File: src/rtl/fetch_unit.sv
// Instruction fetch unit: program counter, single-outstanding memory read and instruction register.
// Optional FETCH_TIMEOUT_EN adds a 16-cycle read watchdog and a sticky fetch_fault output.

// state  | meaning
// S_IDLE | no read outstanding; accepts do_fetch and applies do_next directly
// S_WAIT | read outstanding; mem_req/mem_addr held until mem_ack, do_next deferred
module fetch_unit #(
    parameter int ADDR_WIDTH     = 8,
    parameter int INSTR_WIDTH    = 16,
    parameter int OPCODE_SIZE    = 4,
    parameter int ALU_OPCODE_MAX = 7,
    parameter logic [OPCODE_SIZE-1:0] HALT_OPCODE = 4'hF
) (
    input  logic                   clock,
    input  logic                   reset_n,
    input  logic                   do_fetch,
    input  logic                   do_next,
    input  logic                   do_reset,
    input  logic                   do_halt,
    input  logic                   branch_taken,
    input  logic [ADDR_WIDTH-1:0]  branch_target,
    output logic                   mem_req,
    output logic [ADDR_WIDTH-1:0]  mem_addr,
    input  logic                   mem_ack,
    input  logic [INSTR_WIDTH-1:0] mem_rdata,
    output logic [INSTR_WIDTH-1:0] instr,
    output logic [OPCODE_SIZE-1:0] opcode,
    output logic                   is_alu_operation,
    output logic                   instr_valid,
    output logic [ADDR_WIDTH-1:0]  pc,
    output logic                   fetch_stall
`ifdef FETCH_TIMEOUT_EN
    ,
    output logic                   fetch_fault
`endif
);

    typedef enum logic {S_IDLE, S_WAIT} state_t;

    localparam logic [OPCODE_SIZE-1:0] ALU_MAX = OPCODE_SIZE'(ALU_OPCODE_MAX);

    state_t                state, state_nxt;
    logic                  pending;
    logic [ADDR_WIDTH-1:0] pending_pc;
    logic [ADDR_WIDTH-1:0] next_pc;
    logic                  start_fetch;
    logic                  timeout;

`ifdef FETCH_TIMEOUT_EN
    logic [3:0] tmo_cnt;
    assign timeout = (state == S_WAIT) && !mem_ack && (tmo_cnt == 4'd0);
`else
    assign timeout = 1'b0;
`endif

    assign next_pc     = branch_taken ? branch_target : pc + ADDR_WIDTH'(1);
    assign start_fetch = (state == S_IDLE) && do_fetch && !do_halt;

    always_ff @(posedge clock or negedge reset_n) begin
        if (!reset_n) state <= S_IDLE;
        else          state <= state_nxt;
    end

    always_comb begin
        state_nxt = state;
        if (do_reset) begin
            state_nxt = S_IDLE;
        end else begin
            case (state)
                S_IDLE: if (start_fetch) state_nxt = S_WAIT;
                S_WAIT: if (mem_ack || timeout) state_nxt = S_IDLE;
                default: state_nxt = S_IDLE;
            endcase
        end
    end

    always_comb begin
        opcode           = instr[INSTR_WIDTH-1 -: OPCODE_SIZE];
        is_alu_operation = instr_valid && (opcode <= ALU_MAX);
        fetch_stall      = (state == S_WAIT);
    end

    always_ff @(posedge clock or negedge reset_n) begin
        if (!reset_n) begin
            pc          <= '0;
            instr       <= '0;
            instr_valid <= 1'b0;
            mem_req     <= 1'b0;
            mem_addr    <= '0;
            pending     <= 1'b0;
            pending_pc  <= '0;
        end else if (do_reset) begin
            pc          <= '0;
            instr       <= '0;
            instr_valid <= 1'b0;
            mem_req     <= 1'b0;
            pending     <= 1'b0;
        end else if (state == S_IDLE) begin
            if (start_fetch) begin
                mem_req  <= 1'b1;
                mem_addr <= pc;
            end
            if (do_next) begin
                pc          <= next_pc;
                instr_valid <= 1'b0;
            end
        end else if (mem_ack) begin
            // The fetched word is loaded first; a deferred or coincident advance then invalidates it.
            instr   <= mem_rdata;
            mem_req <= 1'b0;
            pending <= 1'b0;
            if (pending) begin
                pc          <= pending_pc;
                instr_valid <= 1'b0;
            end else if (do_next) begin
                pc          <= next_pc;
                instr_valid <= 1'b0;
            end else begin
                instr_valid <= 1'b1;
            end
        end else if (timeout) begin
            // A deferred advance is dropped so the injected halt word stays visible as valid.
            mem_req     <= 1'b0;
            instr       <= {HALT_OPCODE, {(INSTR_WIDTH-OPCODE_SIZE){1'b0}}};
            instr_valid <= 1'b1;
            pending     <= 1'b0;
        end else if (do_next && !pending) begin
            pending    <= 1'b1;
            pending_pc <= next_pc;
        end
    end

`ifdef FETCH_TIMEOUT_EN
    always_ff @(posedge clock or negedge reset_n) begin
        if (!reset_n) begin
            tmo_cnt     <= 4'd0;
            fetch_fault <= 1'b0;
        end else if (do_reset) begin
            tmo_cnt     <= 4'd0;
            fetch_fault <= 1'b0;
        end else begin
            if (start_fetch)
                tmo_cnt <= 4'hF;
            else if (state == S_WAIT && !mem_ack && tmo_cnt != 4'd0)
                tmo_cnt <= tmo_cnt - 4'd1;
            if (timeout)
                fetch_fault <= 1'b1;
        end
    end
`endif

endmodule

File: config.mk
export PLATFORM = sky130hd
export DESIGN_NAME = fetch_unit
export DESIGN_NICKNAME = d
export VERILOG_FILES = /design/src/rtl/fetch_unit.sv
export SDC_FILE = /design/constraint.sdc
export NUM_CORES = 1
export LEC_CHECK = 0
export BUFFER_PORTS_ARGS = -buffer_cell sky130_fd_sc_hd__clkbuf_2
export CAP_MARGIN = 15
export CORE_MARGIN = 8
export CORE_UTILIZATION = 45
export DETAILED_ROUTE_END_ITERATION = 8
export PLACE_DENSITY_LB_ADDON = 0.1
export SKIP_LAST_GASP = 1
export SYNTH_ARGS = -nofsm -noshare
export SYNTH_HDL_FRONTEND = slang
export SYNTH_SLANG_ARGS = --single-unit
File: constraint.sdc
create_clock -name clock -period 2 [get_ports clock]
set_input_delay 0.1 -clock clock [delete_from_list [all_inputs] [get_ports clock]]
set_output_delay 0.1 -clock clock [all_outputs]
set_load 0.05 [all_outputs]
==> flow_metrics.env, run 1 <==
export IMPL_routed_wirelength_mm=5.746
export IMPL_vias=1929
export IMPL_setup_violations=0
export IMPL_m1WireLength_mm=2.541
export IMPL_grt_max_degree=21
export IMPL_antenna_cells=0
export IMPL_ir_drop_mv=0.4703
export IMPL_antenna_found_initial=0
export IMPL_startpoint="fetch_stall$_DFF_PN0_"
export IMPL_met2_wirelength_mm=2.657
export IMPL_path_max_fanout=14
export IMPL_grt_pass1_wl_mm=9.349
export IMPL_r2r_end="mem_addr[3]$_DFFE_PN0P_"
export IMPL_crit_arrival_ns=1.77
export IMPL_comb_power_share_pct=22.1
export IMPL_grt_pass1_vias=1876
export IMPL_end_kind="register"
export IMPL_cts_buffers=5
export IMPL_mostFrequentLayoutCell="clkbuf_2"
export IMPL_io_buffers=71
export IMPL_seq_power_share_pct=44.5
export IMPL_switching_share_pct=30.64
export IMPL_rrSetupSlack_ns=0.41
export IMPL_die_y_um=86.69
export IMPL_coreArea_um2=4786
export IMPL_viasPerCell=5.214
export IMPL_whs_ns=0.01646
export IMPL_netlist_instances=234
export IMPL_power_per_cell_area_nw_per_um2=844.1
export IMPL_area_growth_pct=23.82
export IMPL_async_reset_ff_share_pct=100.0
export IMPL_synth_edf_count=0
export IMPL_root_buffer="clkbuf_8"
export IMPL_cts_htree_levels=2
export IMPL_path_class="register to register"
export IMPL_ys_seq_area_share_pct=48.97
export IMPL_hp_class="input pin to register"
export IMPL_status="completed"
export IMPL_clkTransAtPathRegs_ns=0.08
export IMPL_ant_nets=0
export IMPL_ys_ff_latch=44
export IMPL_fin_crit_sh_pct=79.63
export IMPL_num_rows=25
export IMPL_dp_cells=362
export IMPL_dr_wl_met3_um=489
export IMPL_fmax_mhz=627.9
export IMPL_final_max_slew_viol_count=0
export IMPL_track_usage_pct=15.57
export IMPL_synth_distinct_cells=40
export IMPL_finalCriticalPeriod_ns=1.593
export IMPL_netlist_area_um2=2248
export IMPL_initial_utilization_pct=46.98
export IMPL_tritoncts="done"
export IMPL_chipWidth_um=86.69
export IMPL_dieArea_um2=7514
export IMPL_dp_hpwl_mm=4.311
export IMPL_synth_fp_nets=267
export IMPL_nNetsFinal=336
export IMPL_rsz0062_at_grt="no"
export IMPL_ys_warnings_count=0
export IMPL_max_clock_path_buffers=2
export IMPL_clock_power_share_pct=33.4
export IMPL_clock_skew_ns=0.002704
export IMPL_p_int_w=0.001630
export IMPL_cp_endpoint="mem_addr[3]$_DFFE_PN0P_"
export IMPL_hold_viol=0
export IMPL_reg2reg_depth=2
export IMPL_regToRegStartpoint="fetch_stall$_DFF_PN0_"
export IMPL_startpoint_type="register"
export IMPL_clkLatencyLatePin_ns=0.29
export IMPL_drive_above_1_share_pct=33.00
export IMPL_switchingPower_w=0.0007201
export IMPL_gp_congestion=0.7725
export IMPL_tns_ns=0
export IMPL_drtPass1Iterations=4
export IMPL_slew_limit_headroom_pct=61.02
export IMPL_ios=72
export IMPL_layout_common_cells="clkbuf_2 (71), nand2_1 (44), dfrtp_1 (44)"
export IMPL_first_iter_violations=94
export IMPL_grt_ovfl_total=0
export IMPL_cts_sinks=44
export IMPL_top_layer_used="met4"
export IMPL_drc=0
export IMPL_wl_per_cell_um=15.53
export IMPL_power_leakage_nw=1.418
export IMPL_fin_cells=370
export IMPL_post_route_util_pct=58.17
export IMPL_tightestPinTransition_ns=0.5832
export IMPL_maxCapViolCount=0
export IMPL_synth_area_per_cell_um2=9.609
export IMPL_synth_top_flop_cell="dfrtp_1"
export IMPL_cp_required_ns=2.18
how the worst min path moves through the flow:
stage | startpoint | cells past startpoint | end
after global routing | mem_rdata[11] | 3 | instr[11]$_DFFE_PN0P_
after floorplan | reset_n | 0 | fetch_stall$_DFF_PN0_
after detailed placement | reset_n | 1 | instr[1]$_DFFE_PN0P_
after global placement | reset_n | 1 | instr[1]$_DFFE_PN0P_
final | mem_rdata[2] | 3 | instr[2]$_DFFE_PN0P_
after CTS | mem_rdata[0] | 3 | instr[0]$_DFFE_PN0P_
power groups by stage:
stage | Sequential [W] | Combinational (W) | Clock, W
floorplan | 0.00123 | 0.000194 | 0
global placement | 0.00106 | 0.000518 | 0
detailed placement | 0.00106 | 0.000523 | 0
CTS | 0.00105 | 0.000525 | 0.000804
global route | 0.00106 | 0.000560 | 0.000833
finish | 0.00105 | 0.000519 | 0.000785
per-layer routing:
metal	vias to the layer above	GRT usage (%)
li1	954	-
met1	890	18.81
met2	79	25.56
met3	6	5.104
met4	0	4.695
met5	-	0
worst max-delay path, cell delays in order (launching register included):
cell	delay [ns]
dfrtp_1	0.54
nor3_4	0.54
mux2_2	0.40
synthesized netlist by cell type (2+ instances only):
master    instances  area [um^2]
mux2_2            9        101.4
a21o_1            5        37.54
nor4bb_1          2        20.02
buf_4             5        37.54
inv_1             5        18.77
a211oi_1          4        30.03
nor2_1           11        41.29
dfrtp_1          44         1101
nor2b_1           4        25.02
nand2b_1          5        31.28
o21ai_0           8        40.04
a21oi_1          27        135.1
a22o_1            4        35.03
and2_1            2        12.51
buf_2             7        35.03
nand2_1          44        165.2
o21ai_1           4        20.02
nand3b_1          3        22.52
a22oi_1           4        30.03
clkbuf_1          5        18.77
nand3_1           6        30.03
a32oi_1           4        35.03
mux2i_1           5        50.05
logic make-up (layout without fill, tap and decap cells):
kind of cell	after synthesis	count (layout)	synth area share (%)
compound gates	66	66	18.36
xor+xnor	2	2	0.7792
fa+ha+maj	1	1	0.5564
buf+inv	23	92	5.398
flops	44	44	48.97
mux	14	14	6.734
simple gates	84	84	19.20
stage by stage:
step / total power, W / area, um^2 / setup slack [ns]
finish: 0.002350 / 2784 / 0.4074
global route: 0.002454 / 2784 / 0.2665
CTS: 0.002376 / 2784 / 0.4102
detailed placement: 0.001586 / 2645 / 0.4311
global placement: 0.001580 / 2645 / 0.4496
floorplan: 0.001422 / 2248 / 0.2644
cell type report:
cell class | count | area [um^2]
clock inverter | 2 | 60.06
timing repair buffer | 80 | 425.4
fill | 431 | 2002
sequential | 44 | 1101
tap | 67 | 83.83
inverter | 5 | 18.77
clock buffer | 5 | 68.82
multi-input combinational | 167 | 1026
state kept, by name, summed over array words and instances (netlist names):
name and flops:
instr_valid 1, instr 16, pending 1, pending_pc 8
mem_req 1, pc 8, fetch_stall 1, mem_addr 8
what timing repair did:
item,4_1_cts,5_1_grt
setup endpoints to repair,0,0
setup buffers,0,0
resized for setup,0,0
hold buffers,1,0
endpoints found under the hold margin,16,0
No activity file was read; power rests on OpenSTA's default activity.
==> run 2: changes to the inputs <==
Clock period 2 ns to 1.3 ns, I/O delays scaled along.
==> flow_metrics.env, run 2 (same netlist as run 1, synthesis figures left out) <==
export IMPL_top_layer_used="met4"
export IMPL_cp_required_ns=1.50
export IMPL_chipWidth_um=86.69
export IMPL_path_max_fanout=5
export IMPL_clock_skew_ns=0.003842
export IMPL_hold_viol=0
export IMPL_finalCriticalPeriod_ns=1.399
export IMPL_seq_power_share_pct=43.0
export IMPL_fmax_mhz=714.9
export IMPL_violations="negative setup slack"
export IMPL_layout_common_cells="clkbuf_2 (71), nand2_1 (38), dfrtp_1 (36)"
export IMPL_status="finished, violations left"
export IMPL_path_class="register to register"
export IMPL_clkLatencyLatePin_ns=0.30
export IMPL_m1WireLength_mm=2.991
export IMPL_nNetsFinal=389
export IMPL_dieArea_um2=7514
export IMPL_viasPerCell=5.090
export IMPL_area_growth_pct=51.36
export IMPL_largest_reg_flops=16
export IMPL_routed_wirelength_mm=6.762
export IMPL_comb_power_share_pct=26.9
export IMPL_die_y_um=86.69
export IMPL_fin_crit_sh_pct=107.6
export IMPL_max_clock_path_buffers=2
export IMPL_crit_arrival_ns=1.59
export IMPL_final_max_slew_viol_count=0
export IMPL_dp_cells=386
export IMPL_end_kind="register"
export IMPL_largest_register="instr"
export IMPL_drtPass1Iterations=4
export IMPL_gp_congestion=0.7839
export IMPL_grt_ovfl_total=0
export IMPL_met2_wirelength_mm=3.307
export IMPL_cts_buffers=5
export IMPL_switchingPower_w=0.001227
export IMPL_antenna_found_initial=0
export IMPL_switching_share_pct=32.72
export IMPL_setup_ws_ns=-0.09874
export IMPL_ir_drop_mv=0.8285
export IMPL_slew_limit_headroom_pct=56.16
export IMPL_tightestPinTransition_ns=0.6575
export IMPL_io_buffers=71
export IMPL_antenna_cells=0
export IMPL_num_rows=25
export IMPL_rsz0062_at_grt="yes"
export IMPL_cts_sinks=44
export IMPL_grt_pass1_wl_mm=10.52
export IMPL_vias=2158
export IMPL_ant_nets=0
export IMPL_grt_pass1_vias=2167
export IMPL_setup_violations=10
export IMPL_mostFrequentLayoutCell="clkbuf_2"
export IMPL_tritoncts="done"
export IMPL_startpoint_type="register"
export IMPL_clkTransAtPathRegs_ns=0.09
export IMPL_p_int_w=0.002523
export IMPL_drc=0
export IMPL_coreArea_um2=4786
export IMPL_dr_wl_met3_um=380
export IMPL_power_per_cell_area_nw_per_um2=1102
export IMPL_drive_above_1_share_pct=47.34
export IMPL_clock_power_share_pct=30.1
export IMPL_initial_utilization_pct=46.98
export IMPL_fin_cells=424
export IMPL_track_usage_pct=17.55
export IMPL_power_leakage_nw=1.693
export IMPL_grt_max_degree=26
export IMPL_first_iter_violations=87
export IMPL_maxCapViolCount=0
export IMPL_dp_hpwl_mm=4.613
export IMPL_root_buffer="clkbuf_8"
export IMPL_wl_per_cell_um=15.95
export IMPL_cts_htree_levels=2
export IMPL_ios=72
export IMPL_post_route_util_pct=71.11
export IMPL_place_ws_ns=-0.1119
export IMPL_hp_class="input pin to register"
## run 2: cell types whose count changed in the layout (fill, tap and decap cells not counted), sizes merged
cell,previous run,this run
buf,8,44
dlygate4sd3,1,17
and2,2,3
bufinv,2,1
clkbuf,76,77
clkinv,0,1
## run 2: cell type report
type,count,area (um^2)
tap,67,83.83
clock inverter,2,38.79
sequential,44,1114
multi-input combinational,168,1164
timing repair buffer,132,902.1
clock buffer,6,82.58
fill,372,1383
inverter,5,18.77
## run 2: stage by stage
stage               hold WS [ns]  TNS, ns  total power, W  area, um^2
CTS                      0.05898  -0.3410        0.003725        3292
finish                   0.05494  -0.3670        0.003749        3403
global placement          0.1192   -1.221        0.002520        2895
detailed placement        0.1172   -1.882        0.002532        2895
floorplan                -0.2306   -3.529        0.002222        2335
global route             0.07191   -1.068        0.003902        3403
## run 2: timing repair
action | CTS | global route
hold buffers | 17 | 0
gates resized for setup | 13 | 22
pin swaps | 9 | 10
endpoints found under the setup margin | 38 | 18
gates cloned | 0 | 1
hold endpoints to repair | 39 | 0
setup buffers | 9 | 4
## run 2: worst max-delay path: stages, from the launching register on
cell      delay (ns)
dfrtp_4         0.52
ha_4            0.19
nor4bb_1        0.12
mux2i_1         0.17
nand3_1         0.11
a22o_1          0.19
## run 2: power groups by stage
stage / clock [W] / sequential (W) / combinational (W)
after floorplan: 0 / 0.00190 / 0.000321
after global placement: 0 / 0.00163 / 0.000887
after detailed placement: 0 / 0.00164 / 0.000894
after CTS: 0.00114 / 0.00161 / 0.000979
after global routing: 0.00119 / 0.00163 / 0.00108
final: 0.00113 / 0.00161 / 0.00101
## run 2: metal layers
metal  vias up  track usage (%)
met5         -                0
met4         0            5.477
met3         7            5.293
met2        55            29.10
met1      1030            21.19
li1       1066                -
## run 2: path summary, 6_finish.rpt
path,from,to,slack (ns),cells past startpoint
setup / recovery,pc[0]$_DFFE_PN0P_,pc[6]$_DFFE_PN0P_,-0.1,5
min in group asynchronous,reset_n,pending_pc[7]$_DFFE_PN0P_,0.32,2
hold / removal,branch_target[4],pending_pc[4]$_DFFE_PN0P_,0.05,3
max in group asynchronous,reset_n,instr[7]$_DFFE_PN0P_,0.37,3
setup reg to reg,pc[0]$_DFFE_PN0P_,pc[6]$_DFFE_PN0P_,-0.1,5
hold reg to reg,pending_pc[5]$_DFFE_PN0P_,pending_pc[5]$_DFFE_PN0P_,0.49,1
